**config.mk**
```make
export PLATFORM = sky130hd
export DESIGN_NAME = fetch_stage
export DESIGN_NICKNAME = d
export VERILOG_FILES = /design/src/rtl/fetch_stage.sv
export SDC_FILE = /design/constraint.sdc
export NUM_CORES = 1
export LEC_CHECK = 0
export ABC_CLOCK_PERIOD_IN_PS = 4930
export CELL_PAD_IN_SITES_DETAIL_PLACEMENT = 0
export CELL_PAD_IN_SITES_GLOBAL_PLACEMENT = 2
export CORE_ASPECT_RATIO = 0.5
export CORE_UTILIZATION = 25
export DETAILED_ROUTE_END_ITERATION = 10
export PLACE_DENSITY_LB_ADDON = 0.1
export SLEW_MARGIN = 5
export SYNTH_ARGS = -nofsm -noshare
export SYNTH_HDL_FRONTEND = slang
export SYNTH_SLANG_ARGS = --single-unit
```
**constraint.sdc**
```tcl
create_clock -name clk -period 4.93 [get_ports clk]
set_input_delay 0.7395 -clock clk [delete_from_list [all_inputs] [get_ports clk]]
set_output_delay 0.7395 -clock clk [all_outputs]
set_load 0.02 [all_outputs]
```
**src/rtl/fetch_stage.sv**
```systemverilog
// fetch_stage: PC, up to two in-flight imem requests, 2-entry return FIFO and IF/ID register.
// FETCH_ALIGN_CHECK_EN: a misaligned redirect target halts fetch and raises fetch_misaligned.
module fetch_stage #(
    parameter logic [31:0] RESET_PC = 32'h0000_0000,
    parameter logic [31:0] NOP_INST = 32'h0000_0013
) (
    input  logic        clk,
    input  logic        rst,
    input  logic        keep,
    input  logic        nop,
    input  logic        redirect,
    input  logic [31:0] redirect_pc,
    output logic        imem_req,
    output logic [31:0] imem_addr,
    input  logic        imem_ready,
    input  logic        imem_rvalid,
    input  logic [31:0] imem_rdata,
    output logic [31:0] PC_pype0,
    output logic [31:0] PCp4_pype0,
    output logic [31:0] Instraction_pype,
    output logic        fetch_valid,
    output logic        fetch_misaligned
);
    logic [31:0] fetch_pc_q, fetch_pc_d;
    logic [1:0]  out_cnt_q, out_cnt_d, drop_cnt_q, drop_cnt_d, fifo_cnt_q, fifo_cnt_d;
    logic        pcq_head_q, pcq_head_d, fifo_head_q, fifo_head_d;
    logic [31:0] pcq_q [2];
    logic [31:0] pcq_d [2];
    logic [31:0] fifo_pc_q [2];
    logic [31:0] fifo_pc_d [2];
    logic [31:0] fifo_inst_q [2];
    logic [31:0] fifo_inst_d [2];
    logic [31:0] if_pc_q, if_pc_d, if_inst_q, if_inst_d;
    logic        if_valid_q, if_valid_d;
    logic        halt_q;
    logic        accept, live, bubble, take_fifo, take_live, push;

`ifdef FETCH_ALIGN_CHECK_EN
    logic halt_d;
    always_comb halt_d = redirect ? (redirect_pc[1:0] != 2'b00) : halt_q;
    always_ff @(posedge clk or negedge rst) begin
        if (!rst) halt_q <= 1'b0;
        else      halt_q <= halt_d;
    end
`else
    assign halt_q = 1'b0;
`endif

    always_comb begin
        // credit rule: in-flight plus buffered never exceeds the FIFO depth
        imem_req    = !halt_q && !redirect && (({1'b0, out_cnt_q} + {1'b0, fifo_cnt_q}) < 3'd2);
        accept      = imem_req && imem_ready;
        live        = imem_rvalid && !halt_q && (drop_cnt_q == 2'd0);
        bubble      = redirect || nop;
        take_fifo   = !bubble && !keep && (fifo_cnt_q != 2'd0);
        take_live   = !bubble && !keep && (fifo_cnt_q == 2'd0) && live;
        push        = live && !take_live && !redirect;
        fetch_pc_d  = redirect ? (redirect_pc & 32'hFFFF_FFFC) : accept ? fetch_pc_q + 32'd4 : fetch_pc_q;
        out_cnt_d   = out_cnt_q + {1'b0, accept} - {1'b0, imem_rvalid};
        drop_cnt_d  = redirect ? out_cnt_q - {1'b0, imem_rvalid}
                               : drop_cnt_q - {1'b0, imem_rvalid && (drop_cnt_q != 2'd0)};
        pcq_d       = pcq_q;
        if (accept) pcq_d[pcq_head_q ^ out_cnt_q[0]] = fetch_pc_q;
        pcq_head_d  = pcq_head_q ^ imem_rvalid;
        fifo_pc_d   = fifo_pc_q;
        fifo_inst_d = fifo_inst_q;
        if (push) begin
            fifo_pc_d[fifo_head_q ^ fifo_cnt_q[0]]   = pcq_q[pcq_head_q];
            fifo_inst_d[fifo_head_q ^ fifo_cnt_q[0]] = imem_rdata;
        end
        fifo_head_d = fifo_head_q ^ take_fifo;
        fifo_cnt_d  = redirect ? 2'd0 : fifo_cnt_q + {1'b0, push} - {1'b0, take_fifo};
        if_pc_d     = bubble ? 32'd0 : keep ? if_pc_q : take_fifo ? fifo_pc_q[fifo_head_q]
                    : take_live ? pcq_q[pcq_head_q] : 32'd0;
        if_inst_d   = bubble ? NOP_INST : keep ? if_inst_q : take_fifo ? fifo_inst_q[fifo_head_q]
                    : take_live ? imem_rdata : NOP_INST;
        if_valid_d  = bubble ? 1'b0 : keep ? if_valid_q : (take_fifo || take_live);
    end

    always_ff @(posedge clk or negedge rst) begin
        if (!rst) begin
            fetch_pc_q  <= RESET_PC;
            out_cnt_q   <= 2'd0;
            drop_cnt_q  <= 2'd0;
            fifo_cnt_q  <= 2'd0;
            pcq_head_q  <= 1'b0;
            fifo_head_q <= 1'b0;
            pcq_q       <= '{32'd0, 32'd0};
            fifo_pc_q   <= '{32'd0, 32'd0};
            fifo_inst_q <= '{32'd0, 32'd0};
            if_pc_q     <= 32'd0;
            if_inst_q   <= NOP_INST;
            if_valid_q  <= 1'b0;
        end else begin
            fetch_pc_q  <= fetch_pc_d;
            out_cnt_q   <= out_cnt_d;
            drop_cnt_q  <= drop_cnt_d;
            fifo_cnt_q  <= fifo_cnt_d;
            pcq_head_q  <= pcq_head_d;
            fifo_head_q <= fifo_head_d;
            pcq_q       <= pcq_d;
            fifo_pc_q   <= fifo_pc_d;
            fifo_inst_q <= fifo_inst_d;
            if_pc_q     <= if_pc_d;
            if_inst_q   <= if_inst_d;
            if_valid_q  <= if_valid_d;
        end
    end

    assign imem_addr        = fetch_pc_q;
    assign PC_pype0         = if_pc_q;
    assign PCp4_pype0       = if_valid_q ? if_pc_q + 32'd4 : 32'd0;
    assign Instraction_pype = if_inst_q;
    assign fetch_valid      = if_valid_q;
    assign fetch_misaligned = halt_q;
endmodule

```
==> results by group, run 1 <==
Outcome
  • Status: finished, violations left
  • Failing checks: design-rule violations

Worst setup path
  • Critical path buffers and inverters: 1
  • Worst setup EP type: output port
  • CP Data Arrival Time: 3.70 ns
  • Crit Path Category: reg2out
  • CP Max Fanout: 25
  • CP delay by family, top: simple AND/OR/NAND/NOR gates
  • Critical path cell sequence: nand4_4 > or4_1 > or4_1 > a21oi_1 > clkdlybuf4s50_1
  • Critical path required time: 4.19 ns
  • Top cell by count, worst path: or4_1
  • Critical Path Source Type: register
  • CP max stage delay: 0.81 ns
  • Max stage delay cell, worst path: or4_1

Synthesis
  • Synth unique cells: 51
  • Mean Syn Cell Area: 11.3 sq um
  • Seq cells post-synth: 286
  • Synth async-reset ratio: 100%
  • Number of synthesized flops with an enable pin: 0
  • Top FF cell, synth: dfrtp_1
  • Synthesis Warnings: 0
  • Netlist Area Pre-Place: 13300 sq um
  • Sequential fraction of the synthesis area: 53.8%
  • Post-synthesis cell count: 1174

STA
  • Clk_skew: 0.0356 ns
  • Post-layout min period: 4.44 ns
  • Unrepaired setup endpoints after global routing: false
  • Fmax: 225 MHz
  • TNS Setup: 0 ns
  • Fin. max-slew vios: 0
  • Final hold viol count: 0
  • Final Setup Violations: 0
  • Slew headroom: 35.3%
  • Worst Tran Pin Value: 0.970 ns
  • Setup ws final: 0.488 ns
  • Crit share post-route: 90.1%

Route
  • Detailed-route DRC error count: 20
  • Vias/cell: 4.78
  • DR WL/cell: 20.0 um
  • Final ANT Viol Nets: 0
  • DR vias: 9839
  • Starting DRT DRC Count: 529
  • Drt pass-1 iters: 7
  • Final wirelength: 41.3 mm

Cells and area
  • Final net count: 1413
  • Util after Layout: 32.5%
  • Share of post-route cells with drive strength above 1: 15.2%
  • Synth-to-layout area growth: 27.6%
  • Fillers: 5280
  • Final std cells w/o fill: 2059
  • ANT cells: 0

Clock tree
  • CTS hold repair buffers: 0
  • CTS Buf Count: 31
  • Clk slew on worst S/H paths: 0.07 ns
  • CTS Buffer Depth: 3
  • CTS root buf: clkbuf_16
  • Skew-Pair Late Insertion Delay: 0.60 ns
  • Clk sinks: 286
  • Cts repair resizes: 0
  • Postcts setup bufs: 0
  • H-tree Lvls: 1
  • CTS tree: built

Power
  • Tot Pwr: 8520 uW
  • Pleak: 0.00685 uW
  • Pwr dens: 502 nW/um^2
  • Worst IR Drop VDD: 0.278 mV

Die
  • Placeable core area: 52300 sq um
  • Initial Util: 25.5%
  • # rows: 59
  • Die Ht: 165 um
  • Die Area: 54200 sq um
  • Die width: 328 um
  • IO Count: 202

GRT
  • GRT busiest layer: met2
  • Largest net degree at the start of global routing: 103
  • Grt met1 use: 21.0%
  • Overflow after GRT: 0
  • Vias in the first global route: 10200
  • Tot GR Track Use: 15.2%
  • Initial antenna violation count: 0
  • Met3 usage: 2.45%
  • First-pass GRT wire length: 62.9 mm
  • Grt met2 use: 25.4%

Placement
  • Placed wire-length estimate: 26.5 mm
  • Placer congestion estimate: 0.736
  • Port Buf Inserts: 196
  • DP Cell Count: 2001
  • Worst slack at placement: 1.11 ns

Run
  • Max-capacitance violation count: 0

Hold path
  • Min-delay worst type: in2async
[flip-flops by register name, summed over array words and instances, names as in the netlist]
signal            cells
fifo_inst_q          64
Instraction_pype     32
fifo_pc_q            60
pcq_q                60
fifo_cnt_q            2
fifo_head_q           1
pcq_head_q            1
drop_cnt_q            2
out_cnt_q             2
imem_addr            30
PC_pype0             31
fetch_valid           1
[report_power, final]
part	switching (uW)	internal (uW)	leakage (uW)	total, uW
registers	538	3180	0.00356	3710
logic	1270	1200	0.00279	2480
clock network	1010	1320	0.000495	2330
total	2820	5700	0.00685	8520
[metrics by stage]
| step | hold slack (ns) | cell area, sq um |
|---|---|---|
| after CTS | 0.247 | 17000 |
| after floorplan | 0.444 | 13300 |
| final | 0.212 | 17000 |
| after global placement | 0.460 | 16000 |
| after detailed placement | 0.469 | 16000 |
| after global routing | 0.246 | 17000 |
[synthesized netlist by cell type, drive strengths merged (14+ instances only)]
| library cell | count | share of area (%) |
|---|---|---|
| or4 | 22 | 1.2 |
| o221ai | 30 | 2.0 |
| dfrtp | 283 | 53 |
| inv | 16 | 0.45 |
| a21oi | 73 | 2.7 |
| nand2 | 82 | 2.3 |
| nand4 | 16 | 0.87 |
| clkbuf | 45 | 1.3 |
| buf | 39 | 1.5 |
| mux2 | 123 | 10 |
| nand3 | 26 | 1.0 |
| o21ai | 20 | 0.75 |
| a221o | 29 | 2.2 |
| mux2i | 92 | 6.9 |
| xnor2 | 16 | 1.1 |
| xor2 | 16 | 1.1 |
| o311ai | 14 | 0.92 |
| o31ai | 18 | 1.0 |
| nor2 | 123 | 3.5 |
[cells in the final DEF, fill, tap and decap left out, types with 3 or more instances in the layout]
master | synthesis | final
mux2_2 | 122 | 122
ha_1 | 8 | 8
o221ai_1 | 30 | 30
or2_2 | 6 | 6
nand2_1 | 82 | 81
a21oi_1 | 73 | 73
conb_1 | 1 | 3
nor4_1 | 4 | 4
xnor2_1 | 16 | 16
o21ai_0 | 20 | 19
o22ai_1 | 3 | 3
nand2b_1 | 4 | 4
clkdlybuf4s50_1 | 0 | 194
nand4_1 | 15 | 15
or4_1 | 22 | 22
and2_1 | 7 | 6
and3_1 | 8 | 8
clkbuf_1 | 43 | 9
inv_1 | 15 | 15
or3_1 | 5 | 5
o311ai_0 | 14 | 14
o211ai_1 | 7 | 7
dfstp_2 | 3 | 3
o31ai_1 | 18 | 18
buf_4 | 6 | 8
buf_12 | 0 | 4
clkbuf_8 | 0 | 7
mux2i_1 | 92 | 92
clkbuf_16 | 0 | 31
dfrtp_1 | 283 | 282
xor2_1 | 16 | 16
nor2b_1 | 3 | 3
nor2_1 | 123 | 122
clkinv_2 | 0 | 7
nand3_1 | 25 | 25
a221o_1 | 29 | 29
nor3_1 | 5 | 5
and4_1 | 7 | 7
a31oi_1 | 8 | 8
[layer usage]
| layer | routed length, um | part of all wire (%) |
|---|---|---|
| met3 | 1310 | 3.2 |
| met4 | 465 | 1.1 |
| met2 | 19500 | 47 |
| met1 | 20000 | 49 |
| met5 | 0 | 0 |
[cell families (layout without fill, tap and decap cells)]
group / count (synthesis) / in the layout / share of synthesized area [%]
AOI/OAI and AO/OA: 206 / 206 / 10.7
adders and majority gates: 9 / 9 / 0.903
muxes: 215 / 215 / 17.3
and+or+nand+nor: 325 / 325 / 11.9
other: 1 / 3 / 0.0282
xor gates and xnor gates: 32 / 32 / 2.11
DFF: 286 / 286 / 53.8
buffers and inverters: 100 / 282 / 3.22
[worst reg2reg max path, delay by kind of cell, from the launching register on]
family	cells	cell delay, ns
flip-flops	1	0.47
multiplexers	1	0.46
AND/OR/NAND/NOR	3	1.54
adder cells (fa/ha/maj)	1	0.58
buffers and inverters	1	0.15
[worst paths after layout]
| kind | startpoint | to | slack, ns | cells past startpoint |
|---|---|---|---|---|
| hold reg to reg | pcq_q[56] | pcq_q[56] | 0.48 | 2 |
| setup / recovery | PC_pype0[8] | PCp4_pype0[29] | 0.49 | 5 |
| setup reg to reg | fifo_cnt_q[0] | pcq_q[59] | 1.62 | 6 |
| min in group clk | pcq_q[56] | pcq_q[56] | 0.48 | 2 |
| max in group asynchronous | rst | pcq_q[24] | 3.66 | 2 |
| hold / removal | rst | Instraction_pype[13] | 0.21 | 1 |
[final cells by class]
type | count | area (sq um) | share of cell area [%]
Sequential cell | 286 | 7160 | 42.2
Multi-Input combinational cell | 790 | 5770 | 34.0
Timing Repair Buffer | 208 | 2100 | 12.4
Clock buffer | 47 | 906 | 5.34
Tap cell | 701 | 877 | 5.17
Clock inverter | 11 | 100 | 0.590
Inverter | 16 | 60.1 | 0.354
Power figures use the tool's default switching activity.
==> inputs of run 2 (changes only) <==
--- a/config.mk
+++ b/config.mk
@@ -9,10 +9,11 @@
 export CELL_PAD_IN_SITES_DETAIL_PLACEMENT = 0
 export CELL_PAD_IN_SITES_GLOBAL_PLACEMENT = 2
 export CORE_ASPECT_RATIO = 0.5
+export CORE_MARGIN = 2
 export CORE_UTILIZATION = 25
 export DETAILED_ROUTE_END_ITERATION = 10
 export PLACE_DENSITY_LB_ADDON = 0.1
-export SLEW_MARGIN = 5
+export SLEW_MARGIN = 0
 export SYNTH_ARGS = -nofsm -noshare
 export SYNTH_HDL_FRONTEND = slang
 export SYNTH_SLANG_ARGS = --single-unit
==> run 2 against run 1 <==
  * The flow still finishes with violations (design-rule violations)
  * First-iteration DRC count up 7.0%
  * Core utilization is 0.11 points higher
  * Non-clock buffer count up 4
  * Die area is 1.8% higher
  * Via count up 0.38%
  * Combinational power barely moved
  * Largest cell class unchanged
  * Largest power group unchanged
==> results by group, run 2 (synthesis gave the netlist of run 1 again) <==
Outcome
  • Status: finished, violations left
  • Failing checks: design-rule violations

Cells and area
  • Most frequent cells in the layout: 282 x dfrtp_1, 194 x clkdlybuf4s50_1, 122 x nor2_1, 122 x mux2_2, 92 x mux2i_1
  • Number of flip-flops in the largest register: 64 (unchanged)
  • Commonest non-fill, non-tap cell in the layout: dfrtp_1
  • Final std cells w/o fill: 2062 (+0.15%)
  • Synth-to-layout area growth: 28.0%
  • Final net count: 1416 (+0.21%)
  • Multi-input gate area: 5770 sq um (about the same)
  • Fillers: 5296 (+0.30%)
  • Util after Layout: 32.6% (+0.11 points)
  • Top flop regs: fifo_inst_q: 64 flops, fifo_pc_q: 60 flops, pcq_q: 60 flops
  • Total area of sequential cells: 7160 sq um (unchanged)
  • Share of post-route cells with drive strength above 1: 15.9% (+0.71 points)
  • Most flops, register: fifo_inst_q

Hold path
  • Min-delay worst type: in2async

Placement
  • Placer congestion estimate: 0.723 (-1.7%)
  • DP Cell Count: 2005 (+0.20%)
  • Port Buf Inserts: 196 (unchanged)
  • Placed wire-length estimate: 27.5 mm (+3.9%)

Route
  • Final ANT Viol Nets: 0 (unchanged)
  • DR vias: 9876 (+0.38%)
  • Final wirelength: 41.2 mm (-0.11%)
  • Detailed-route DRC error count: 10 (-50%)
  • DR WL/cell: 20.0 um (-0.25%)
  • Vias/cell: 4.79 (+0.23%)
  • Starting DRT DRC Count: 566 (+7.0%)
  • Drt pass-1 iters: 8 (+1)

Run
  • Max-capacitance violation count: 0 (unchanged)

GRT
  • Largest net degree at the start of global routing: 115 (+12%)
  • Tot GR Track Use: 14.9% (-0.31 points)
  • Vias in the first global route: 10200 (-0.68%)
  • Initial antenna violation count: 0 (unchanged)
  • Overflow after GRT: 0 (unchanged)
  • First-pass GRT wire length: 63.5 mm (+0.95%)

STA
  • TNS Setup: 0 ns (unchanged)
  • Fmax: 224 MHz (-0.30%)
  • Crit share post-route: 90.4% (+0.27 points)
  • Final Setup Violations: 0 (unchanged)
  • Clk_skew: 0.0275 ns (-0.00806 ns)
  • Slew headroom: 40.2% (+4.8 points)
  • Unrepaired setup endpoints after global routing: false
  • Final hold viol count: 0 (unchanged)
  • Worst Tran Pin Value: 0.895 ns (-0.0756 ns)
  • Post-layout min period: 4.46 ns (+0.0134 ns)
  • Fin. max-slew vios: 0 (unchanged)

Clock tree
  • CTS Buffer Depth: 3 (unchanged)
  • Clk sinks: 286 (unchanged)
  • CTS tree: built
  • Postcts setup bufs: 0 (unchanged)
  • H-tree Lvls: 1 (unchanged)
  • Cts repair resizes: 0 (unchanged)
  • CTS Buf Count: 30 (-3.2%)
  • CTS root buf: clkbuf_16
  • Skew-Pair Late Insertion Delay: 0.59 ns (about the same)
  • Clk slew on worst S/H paths: 0.06 ns (about the same)
  • CTS hold repair buffers: 0 (unchanged)

Die
  • IO Count: 202 (unchanged)
  • Die Area: 55200 sq um (+1.8%)
  • Die width: 330 um (+0.61%)
  • # rows: 59 (unchanged)
  • Die Ht: 167 um (+1.2%)
  • Initial Util: 25.5% (unchanged)
  • Placeable core area: 52300 sq um (unchanged)

Worst setup path
  • Critical path buffers and inverters: 1 (unchanged)
  • Critical Path Source Type: register
  • CP Data Arrival Time: 3.72 ns (+0.02 ns)
  • Top cell by count, worst path: or4_1
  • Critical path cell sequence: nand4_1 > or4_1 > or4_1 > a21oi_1 > clkdlybuf4s50_1
  • Crit Path Category: reg2out
  • Critical path required time: 4.19 ns (about the same)
  • CP Max Fanout: 25 (unchanged)
  • CP delay by family, top: simple AND/OR/NAND/NOR gates
  • CP max stage delay: 0.88 ns (+0.07 ns)
  • Worst setup EP type: output port
  • Max stage delay cell, worst path: or4_1

Power
  • Worst IR Drop VDD: 0.266 mV (-4.5%)
  • Pleak: 0.00689 uW (+0.56%)
  • Pwr dens: 503 nW/um^2 (+0.16%)
## run 2: cell count changes in the layout (fill, tap and decap cells not counted), sizes merged
cell,previous run,this run
bufinv,1,3
diode,0,1
clkbuf,47,38
buf,14,18
clkinv,7,12
## run 2: layout make-up
| type | instances | share of cell area, % |
|---|---|---|
| sequential | 286 | 42.1 |
| multi-input combinational | 790 | 33.9 |
| timing repair buffer | 212 | 12.5 |
| tap | 701 | 5.15 |
| clock buffer | 38 | 4.94 |
| clock inverter | 18 | 1.09 |
| inverter | 16 | 0.353 |
| antenna | 1 | 0.0147 |
## run 2: final timing paths
kind / startpoint / endpoint / slack, ns / cells past startpoint
hold reg to reg: pcq_q[24] / pcq_q[24] / 0.48 / 2
max in group asynchronous: rst / imem_addr[11] / 3.59 / 2
hold / removal: rst / Instraction_pype[8] / 0.13 / 1
setup / recovery: PC_pype0[12] / PCp4_pype0[29] / 0.47 / 5
setup reg to reg: fifo_cnt_q[0] / pcq_q[59] / 1.66 / 6
min in group clk: pcq_q[24] / pcq_q[24] / 0.48 / 2
## run 2: worst register-to-register path, delay by kind of cell (launching register included)
kind                     cells  cell delay, ns
AND/OR/NAND/NOR              3            1.52
multiplexers                 1            0.46
flip-flops                   1            0.48
buffers and inverters        1            0.12
adder cells (fa/ha/maj)      1            0.58
## run 2: power breakdown
group	leakage (uW)	internal, uW	switching, uW
combinational	0.00281	1210	1260
sequential	0.00356	3170	542
clock	0.000512	1370	1010
## run 2: metrics by stage
| step | power, uW | hold WS [ns] | instance area (sq um) | setup WS, ns |
|---|---|---|---|---|
| 2_1_floorplan | 5370 | 0.444 | 13300 | 1.69 |
| 3_3_place_gp | 6170 | 0.460 | 16000 | 1.09 |
| 3_5_place_dp | 6280 | 0.470 | 16000 | 1.07 |
| 4_1_cts | 8720 | 0.162 | 17000 | 0.421 |
| 5_1_grt | 9140 | 0.178 | 17000 | 0.259 |
| 6_report | 8560 | 0.132 | 17000 | 0.475 |
## run 2: routing by layer
metal | track usage [%] | vias to the layer above | wire length, um
met2 | 24.2 | 145 | 19600
met1 | 20.7 | 5070 | 19300
li1 | - | 4618 | -
met4 | 2.95 | 0 | 738
met5 | 0 | - | 0
met3 | 2.56 | 43 | 1590
